<file path="src/rtl/cpu_pkg.sv">
// Shared CPU definitions: fetch state encoding and instruction-path constants.
package cpu_pkg;

    localparam int          INSTR_W   = 32;
    localparam logic [31:0] PC_INC    = 32'd4;
    localparam logic [31:0] NOP_INSTR = 32'h0000_0000;

    typedef enum logic [1:0] {
        IDLE = 2'd0,
        REQ  = 2'd1,
        WAIT = 2'd2,
        HOLD = 2'd3
    } fetch_state_t;

endpackage

</file>
<file path="src/rtl/pc_next_calc.sv">
// Combinational next-PC: sequential pc+4 or pc+4 plus a word-scaled signed branch offset.
module pc_next_calc
    import cpu_pkg::*;
#(
    parameter int ADDR_W = 32
) (
    input  logic        [ADDR_W-1:0] pc,
    input  logic                     branch_taken,
    input  logic signed [ADDR_W-1:0] branch_offset,
    output logic        [ADDR_W-1:0] pc_plus4,
    output logic        [ADDR_W-1:0] next_pc
);

    logic signed [ADDR_W-1:0] byte_offset;

    // Offset is in words; the top two bits fall off, and all sums wrap modulo 2^ADDR_W.
    assign byte_offset = {branch_offset[ADDR_W-3:0], 2'b00};
    assign pc_plus4    = pc + PC_INC[ADDR_W-1:0];
    assign next_pc     = branch_taken ? (pc_plus4 + byte_offset) : pc_plus4;

endmodule

</file>
<file path="src/rtl/fetch_unit.sv">
// Instruction fetch: owns the PC, reads instruction memory over req/ready/rvalid and holds the word for decode.
// Optional FETCH_PERF_EN adds fetch and stall performance counters.
module fetch_unit
    import cpu_pkg::*;
#(
    parameter int                ADDR_W   = 32,
    parameter logic [ADDR_W-1:0] RESET_PC = 32'h0000_0000
) (
    input  logic               clock,
    input  logic               reset_n,
    output logic               imem_req,
    output logic [ADDR_W-1:0]  imem_addr,
    input  logic               imem_ready,
    input  logic               imem_rvalid,
    input  logic [INSTR_W-1:0] imem_rdata,
    output logic [INSTR_W-1:0] instruction,
    output logic               instr_valid,
    output logic [ADDR_W-1:0]  pc_out,
    output logic [ADDR_W-1:0]  pc_plus4,
`ifdef FETCH_PERF_EN
    output logic [31:0]        perf_fetch_cnt,
    output logic [31:0]        perf_wait_cnt,
`endif
    input  logic               instr_ack,
    input  logic               branch_taken,
    input  logic [ADDR_W-1:0]  branch_offset
);

    fetch_state_t       state;
    fetch_state_t       state_nxt;
    logic [ADDR_W-1:0]  pc;
    logic [ADDR_W-1:0]  next_pc;
    logic [INSTR_W-1:0] instr_q;
    logic               valid_q;
    logic               capture;
    logic               take_ack;
    logic               stall;

    pc_next_calc #(
        .ADDR_W(ADDR_W)
    ) u_pc_next (
        .pc           (pc),
        .branch_taken (branch_taken),
        .branch_offset($signed(branch_offset)),
        .pc_plus4     (pc_plus4),
        .next_pc      (next_pc)
    );

    always_comb begin
        state_nxt = state;
        imem_req  = 1'b0;
        capture   = 1'b0;
        take_ack  = 1'b0;
        stall     = 1'b0;
        case (state)
            IDLE: state_nxt = REQ;
            REQ: begin
                imem_req = 1'b1;
                if (imem_ready) state_nxt = WAIT;
                else            stall     = 1'b1;
            end
            // Responses only count here; rvalid seen in any other state is stray.
            WAIT: begin
                if (imem_rvalid) begin
                    capture   = 1'b1;
                    state_nxt = HOLD;
                end else begin
                    stall = 1'b1;
                end
            end
            HOLD: begin
                if (instr_ack) begin
                    take_ack  = 1'b1;
                    state_nxt = REQ;
                end
            end
            default: state_nxt = IDLE;
        endcase
    end

    always_ff @(posedge clock or negedge reset_n) begin
        if (!reset_n) begin
            state   <= IDLE;
            pc      <= RESET_PC;
            instr_q <= NOP_INSTR;
            valid_q <= 1'b0;
        end else begin
            state <= state_nxt;
            if (capture) begin
                instr_q <= imem_rdata;
                valid_q <= 1'b1;
            end
            // Branch inputs are only meaningful on the acknowledging HOLD cycle.
            if (take_ack) begin
                pc      <= next_pc;
                valid_q <= 1'b0;
            end
        end
    end

`ifdef FETCH_PERF_EN
    always_ff @(posedge clock or negedge reset_n) begin
        if (!reset_n) begin
            perf_fetch_cnt <= 32'd0;
            perf_wait_cnt  <= 32'd0;
        end else begin
            if (take_ack) perf_fetch_cnt <= perf_fetch_cnt + 32'd1;
            if (stall)    perf_wait_cnt  <= perf_wait_cnt + 32'd1;
        end
    end
`endif

    assign imem_addr   = pc;
    assign pc_out      = pc;
    assign instruction = instr_q;
    assign instr_valid = valid_q;

endmodule

</file>
<file path="config.mk">
export PLATFORM = sky130hd
export DESIGN_NAME = fetch_unit
export DESIGN_NICKNAME = d
export VERILOG_FILES = /design/src/rtl/cpu_pkg.sv /design/src/rtl/pc_next_calc.sv /design/src/rtl/fetch_unit.sv
export SDC_FILE = /design/constraint.sdc
export NUM_CORES = 1
export LEC_CHECK = 0
export CAP_MARGIN = 0
export CORE_AREA = 2 2 149 151
export DETAILED_ROUTE_END_ITERATION = 8
export DIE_AREA = 0 0 151 153
export GPL_TIMING_DRIVEN = 1
export PLACE_DENSITY = 0.64
export SLEW_MARGIN = 20
export SYNTH_ARGS = -nofsm -noshare
export SYNTH_HDL_FRONTEND = slang
export SYNTH_SLANG_ARGS = --single-unit
</file>
<file path="constraint.sdc">
create_clock -name clock -period 4 [get_ports clock]
set_input_delay 1.2 -clock clock [delete_from_list [all_inputs] [get_ports clock]]
set_output_delay 1.2 -clock clock [all_outputs]
set_load 0.01 [all_outputs]
</file>
==> results.md, run 1 <==
- Crit-path cells: buf_6 -> and3_4 -> nand3_4 -> nor3_4 -> buf_6 -> and3_4 -> nand3_4 -> xnor2_4 -> ha_4 -> and4_4 -> a221o_1 -> a31oi_1 -> a21boi_2 -> a21o_1 -> a211oi_4 -> o31a_1 -> or4_1 -> nand3_1 -> o21ai_1
- Critical Path Start: imem_addr[2]
- Die Footprint: 23100 sq um
- Worst Hold Class: register to register
- DRC Markers: 0
- Top Ports: 200
- Initial antenna violation count: 0
- Switching power of the nets: 2.71 mW
- Combinational share of power: 0.703
- Via density: 4.64
- Cells after synthesis: 595
- Period utilization: 0.991
- GPL Wtd Cong: 0.875
- CTS Buffer Depth: 2
- Worst Max-Slew Pin Slew: 678 ps
- Critical path class: register to register
- Critical Path Sink Type: register
- DIE WIDTH: 151 um
- Cell variety after synth: 60
- Area growth from synthesis to layout: 68.1%
- Critical Path RT: 4220 ps
- TritonCTS Sinks: 65
- Clock share of power: 0.114
- CTS tree: built
- H-tree lvl count: 3
- Vias in the first global route: 5290
- Pin count of the biggest net entering global routing: 66
- M1 WL: 7.65 mm
- Synthesized flop and latch total: 65
- Core area: 21500 sq um
- R2R setup slack: 30 ps
- Sequential power share: 0.183
- Initial Util: 0.246
- Ys async rst share: 1.00
- Power Density: 770 nW/um^2
- Routed len/inst: 15.2 um
- Fin. max-slew vios: 0
- Worst Hold Slack: 500 ps
- Reg-to-Reg Start: imem_addr[2]
- Mux contribution to synthesized area: 0.0795
- Non-filler cells, final: 1154
- Top Layer Used: met4
- Die Span Y: 153 um
- Simple-gate share of the synthesized area: 0.160
- Worst-Skew Late Latency: 340 ps
- Met3 Routed Length: 1.19 mm
- Status: complete, no violations
- Grt total ovfl: 0
- Routed wire length: 17.5 mm
- Drt first pass iters: 4
- Post-synthesis adder-cell area fraction: 0.0984
- Clock skew after layout: 6.24 ps
- Share of layout cells above drive strength 1: 0.281
- Synth Area in Compound Gates: 0.186
- Final Setup Violations: 0
- HPWL after DPL: 13.4 mm
- Leakage power: 4.02 nW
- Synth Area in XOR/XNOR: 0.0861
- Multi-input gate area: 3670 sq um
- Max-slew headroom: 0.548
- Global-route wire length before repair: 26.9 mm
- Crit-path slowest cell: or4_1
- Reg2reg end: imem_addr[31]
- All-layer global routing usage: 0.148
- Min setup slack post-route: 34.9 ps
- Port buffer count: 191
- RSZ-0062 raised after global routing: true
- DR iter-0 viols: 209
- Max incr delay on CP: 410 ps
- Post-Synthesis Cell Area: 5290 sq um
- Pre-CTS setup slack: -402 ps
- Number of synthesized flops with an enable pin: 0
- Min-delay src: instruction[16]
- Combinational family with the most area after synthesis: compound AO/OA/AOI/OAI gates
- Vias: 5350
- Internal power: 4.15 mW
- Sequential fraction of the synthesis area: 0.307
- Min Tclk post-route: 3970 ps
- Layout Nets: 981
- Root Driver: clkbuf_16
- Num CTS Buffers: 9
- ANT cells: 0
- Hold path depth: 1
- Filler cell count: 2135
- WP data arrival: 4180 ps
- Max-Cap Viols: 0
- R2R cell count: 19
- Yosys Warn Count: 0
- Cell depth of the worst setup path: 19
- Mean area per synthesized cell: 8.89 sq um
- Peak supply drop: 259 uV
- Worst path top cell family by delay: simple AND/OR/NAND/NOR gates
- Clock transition at path regs: 50 ps
- Worst Setup Start Kind: register
- Primary FF master, synth: dfrtp_1
- Antenna-violating nets left: 0
- Met2 routed WL: 8.35 mm
- Worst Path Buf+Inv: 2
- Rows: 54
- CP max FO: 3
- FF/Latch Area: 1630 sq um
- Fmax: 252 MHz
- Switching Fraction: 0.395
- Final Hold Fails: 0
- Sink of the worst hold path: instruction[16]
- Placed Cells: 1117
## final cells by class
class | count | share of cell area
Timing Repair Buffer | 319 | 0.326
Clock buffer | 11 | 0.0273
Tap cell | 280 | 0.0394
Clock inverter | 4 | 0.00506
Sequential cell | 65 | 0.183
Inverter | 16 | 0.00675
Multi-Input combinational cell | 459 | 0.412
## synth_stat cells, types with 2 or more instances
library cell | instances | share of area
a21oi_1 | 38 | 0.036
nand4_1 | 3 | 0.0035
o211ai_1 | 2 | 0.0028
nor2_1 | 32 | 0.023
o22a_1 | 2 | 0.0033
o21ai_1 | 3 | 0.0028
mux2i_1 | 6 | 0.011
o31a_1 | 3 | 0.0050
a21o_1 | 23 | 0.033
mux2_2 | 32 | 0.068
o21bai_1 | 5 | 0.0071
o21ai_0 | 51 | 0.048
a22oi_1 | 5 | 0.0071
or3_1 | 2 | 0.0024
a31oi_1 | 7 | 0.0083
and3_1 | 17 | 0.020
clkbuf_1 | 14 | 0.0099
xor2_1 | 26 | 0.043
nor3_1 | 15 | 0.014
or2_2 | 2 | 0.0024
o31ai_1 | 2 | 0.0028
and4_1 | 3 | 0.0050
buf_4 | 38 | 0.054
o21a_1 | 3 | 0.0043
nand3_1 | 23 | 0.022
buf_1 | 7 | 0.0050
nand2_1 | 46 | 0.033
inv_1 | 16 | 0.011
and2_1 | 2 | 0.0024
nor4_1 | 3 | 0.0035
a211oi_1 | 2 | 0.0028
ha_1 | 40 | 0.095
xnor2_1 | 26 | 0.043
nand2b_1 | 4 | 0.0047
or4_1 | 3 | 0.0043
dfrtp_1 | 65 | 0.31
## layer usage
layer | track usage | up-vias
met5 | 0 | -
met4 | 0.0498 | 0
met3 | 0.0275 | 21
met2 | 0.256 | 170
met1 | 0.183 | 2517
li1 | - | 2642
## flip-flops by register name (all words and copies together) (netlist names)
register,flops
instr_valid,1
imem_addr,30
instruction,32
state,2
## per-stage QoR
stage	cell area, sq um	total power [mW]	utilization	setup TNS, ps
after detailed placement	8070	5.78	0.376	-2800
after floorplan	5380	3.61	-	-3.50
after CTS	8620	6.76	0.401	-80.8
final	8900	6.85	0.414	0
after global placement	8070	5.73	0.376	-2500
after global routing	8900	7.40	0.414	-186
## cell usage in the layout, fill, tap and decap left out, types with 4 or more instances in the layout
cell type        synthesis  layout
xor2_2                   0       5
nand3_4                  1       4
conb_1                   1       6
buf_4                   38     121
clkdlybuf4s50_1          0     175
buf_6                    1       8
dlymetal6s2s_1           0       5
nor2_1                  32      32
nand3_1                 23      18
ha_1                    40      31
xnor2_2                  0       6
clkbuf_16                0       9
inv_1                   16      16
mux2i_1                  6       5
xnor2_1                 26      18
nand2b_1                 4       4
ha_4                     0       7
nor3_1                  15      14
nand2_1                 46      46
a21oi_1                 38      35
and3_1                  17       9
o21ai_0                 51      50
and3_2                   0       4
a21o_1                  23      23
a22oi_1                  5       5
mux2_2                  32      32
a31oi_1                  7       7
and3_4                   1       5
dfrtp_1                 65      64
xor2_1                  26      18
o21bai_1                 5       5
## power by group through the flow
| stage | sequential [mW] | combinational (mW) | clock [mW] |
|---|---|---|---|
| after floorplan | 1.44 | 2.17 | 0 |
| after global placement | 1.23 | 4.50 | 0 |
| after detailed placement | 1.25 | 4.53 | 0 |
| after CTS | 1.24 | 4.70 | 0.811 |
| after global routing | 1.31 | 5.25 | 0.837 |
| final | 1.26 | 4.82 | 0.779 |
## worst max path at each step
stage and end:
6_report imem_addr[31], 5_1_grt imem_addr[30], 2_1_floorplan imem_addr[31], 4_1_cts imem_addr[31], 3_5_place_dp imem_addr[31], 3_3_place_gp imem_addr[31]
## repair_timing
item,4_1_cts,5_1_grt
setup buffers,17,7
gates resized for setup,37,51
endpoints found under the hold margin,0,0
setup endpoints to repair,13,17
hold buffers,0,0
pin swaps,19,30
## logic make-up (layout without fill, tap and decap cells)
kind of cell / Yosys count / after routing
multiplexers: 38 / 38
AO/OA/AOI/OAI: 157 / 157
adder cells (fa/ha/maj): 41 / 41
flip-flops: 65 / 65
XOR/XNOR: 52 / 52
buffers and inverters: 76 / 350
AND/OR/NAND/NOR: 165 / 165
other: 1 / 6
Power figures use the tool's default switching activity.
==> run 2: changes to the inputs <==
- SKIP_LAST_GASP: not set -> 1
==> run 2 against run 1 <==
The flow now finishes with violations (setup timing); clock power is essentially flat; sequential power is essentially flat; register-to-register slack lost 150 ps; via count shrank 0.26%; critical path depth grew 1; final area shrank 0.79%; total power shrank 0.82%; combinational power shrank 1%; count of clock-buffer cells in the layout is the same; flip-flop and latch count is the same; critical endpoint unchanged; largest power group unchanged; highest routed layer unchanged.
==> results.md, run 2 (synthesis results as in run 1) <==
- Status: finished with violations (was complete, no violations)
- Violated checks: setup timing
- Final Setup Violations: 1 (was 0)
- Core area: 21500 sq um (unchanged)
- DIE WIDTH: 151 um (unchanged)
- Layout Nets: 979 (was 981)
- Leakage power: 4.04 nW (was 4.02 nW)
- Worst Hold Class: register to register (unchanged)
- Min-delay src: instruction[16] (unchanged)
- Port buffer count: 191 (unchanged)
- Fmax: 243 MHz (was 252 MHz)
- Period utilization: 1.03 (was 0.991)
- Worst Hold Slack: 500 ps (about the same)
- CTS Buffer Depth: 2 (unchanged)
- Setup TNS: -115 ps (was 0 ps)
- DRC Markers: 0 (unchanged)
- Non-filler cells, final: 1152 (was 1154)
- All-layer global routing usage: 0.147 (was 0.148)
- Share of layout cells above drive strength 1: 0.274 (was 0.281)
- Final Hold Fails: 0 (unchanged)
- Die Span Y: 153 um (unchanged)
- H-tree lvl count: 3 (unchanged)
- Pin count of the biggest net entering global routing: 66 (unchanged)
- Worst Max-Slew Pin Slew: 680 ps (was 678 ps)
- Crit-path cells: buf_6 -> and3_4 -> nand3_4 -> nor3_4 -> buf_6 -> and3_4 -> nand3_4 -> xnor2_4 -> buf_4 -> buf_4 -> ha_2 -> a221o_1 -> a31oi_1 -> a21boi_2 -> a21o_1 -> a211oi_2 -> o31a_1 -> or4_1 -> nand3_1 -> o21ai_1 (was buf_6 -> and3_4 -> nand3_4 -> nor3_4 -> buf_6 -> and3_4 -> nand3_4 -> xnor2_4 -> ha_4 -> and4_4 -> a221o_1 -> a31oi_1 -> a21boi_2 -> a21o_1 -> a211oi_4 -> o31a_1 -> or4_1 -> nand3_1 -> o21ai_1)
- Final Instance Area: 8830 sq um (was 8900 sq um)
- Worst Path Buf+Inv: 4 (was 2)
- Max reg flops: 32 (unchanged)
- Placed cell areas: 8070 sq um (unchanged)
- Via density: 4.63 (was 4.64)
- Max incr delay on CP: 510 ps (was 410 ps)
- Placed Cells: 1117 (unchanged)
- Fin. max-slew vios: 0 (unchanged)
- Critical Path Start: imem_addr[3] (was imem_addr[2])
- Crit-path slowest cell: or4_1 (unchanged)
- Rows: 54 (unchanged)
- RSZ-0062 raised after global routing: true (unchanged)
- GPL Wtd Cong: 0.875 (unchanged)
- Hold path depth: 1 (unchanged)
- Area growth from synthesis to layout: 66.8% (was 68.1%)
- Commonest cells after routing, fill and taps aside: clkdlybuf4s50_1, buf_4, dfrtp_1, o21ai_0, nand2_1 (unchanged)
- Min setup slack post-route: -115 ps (was 34.9 ps)
- Drt first pass iters: 8 (was 4)
- Vias in the first global route: 5280 (was 5290)
- Peak supply drop: 258 uV (was 259 uV)
- Root Driver: clkbuf_16 (unchanged)
- Pre-CTS setup slack: -402 ps (unchanged)
- CP max FO: 3 (unchanged)
- Cell depth of the worst setup path: 20 (was 19)
- ANT cells: 0 (unchanged)
- Worst path top cell family by delay: simple AND/OR/NAND/NOR gates (unchanged)
- Critical Path Sink Type: register (unchanged)
- Die Footprint: 23100 sq um (unchanged)
- Routed wire length: 17.4 mm (was 17.5 mm)
- Clock skew after layout: 6.43 ps (was 6.24 ps)
- Min Tclk post-route: 4120 ps (was 3970 ps)
- Routed len/inst: 15.1 um (was 15.2 um)
- DR iter-0 viols: 224 (was 209)
- HPWL after DPL: 13.4 mm (unchanged)
- Critical path class: register to register (unchanged)
- Max-Cap Viols: 0 (unchanged)
- Hold-fix buffers, CTS: 0 (unchanged)
- Clock transition at path regs: 50 ps (about the same)
- Utilization after layout: 0.411 (was 0.414)
- Total power: 6.80 mW (was 6.85 mW)
- WP data arrival: 4330 ps (was 4180 ps)
- R2R cell count: 20 (was 19)
- Max-slew headroom: 0.547 (was 0.548)
- Worst Setup Start Kind: register (unchanged)
- Critical Path RT: 4220 ps (about the same)
- Commonest non-fill, non-tap cell in the layout: clkdlybuf4s50_1 (unchanged)
- Power Density: 770 nW/um^2 (about the same)
- Top Ports: 200 (unchanged)
- Worst-Skew Late Latency: 340 ps (about the same)
- Reg-to-Reg Start: imem_addr[3] (was imem_addr[2])
- CTS tree: built (unchanged)
- TritonCTS Sinks: 65 (unchanged)
- Antenna-violating nets left: 0 (unchanged)
- Vias: 5336 (was 5350)
- Initial antenna violation count: 0 (unchanged)
- Global-route wire length before repair: 26.9 mm (about the same)
- Initial Util: 0.246 (unchanged)
- Grt total ovfl: 0 (unchanged)
- Num CTS Buffers: 9 (unchanged)
- R2R setup slack: -120 ps (was 30 ps)
==> run 2: cell count changes in the layout (fill, tap and decap cells not counted), sizes merged <==
cell	delta
clkdlybuf4s50	+1
buf	-5
clkbuf	-2
dlymetal6s2s	+3
clkdlybuf4s15	+1
==> run 2: layer usage <==
| metal | global-route usage | part of all wire | vias to the layer above |
|---|---|---|---|
| li1 | - | - | 2634 |
| met1 | 0.182 | 0.44 | 2517 |
| met2 | 0.255 | 0.47 | 166 |
| met3 | 0.0275 | 0.067 | 19 |
| met4 | 0.0498 | 0.016 | 0 |
| met5 | 0 | 0 | - |
==> run 2: final timing paths <==
path,endpoint
worst max-delay path,imem_addr[31]
worst min-delay path,instruction[16]
worst max register to register,imem_addr[31]
worst min register to register,instruction[16]
max in group asynchronous,imem_addr[2]
min in group asynchronous,instruction[13]
==> run 2: layout make-up <==
type / count / area [sq um]
clock buffers: 11 / 243
clock inverters: 4 / 45.0
fillers: 2130 / 12700
inverters: 16 / 60.1
multi-input cells: 459 / 3600
flip-flops and latches: 65 / 1630
well taps: 280 / 350
repair buffers: 317 / 2900
==> run 2: repair_timing <==
item / in CTS / in global routing
gates resized for setup: 31 / 43
hold endpoints to repair: 0 / 0
setup endpoints to repair: 13 / 22
pin swaps: 19 / 24
setup buffers: 17 / 4
cloned: 0 / 0
==> run 2: power breakdown <==
group	internal, mW	total [mW]	switching, mW
Combinational	2.64	4.77	2.12
Sequential	0.982	1.25	0.270
Clock	0.492	0.779	0.286
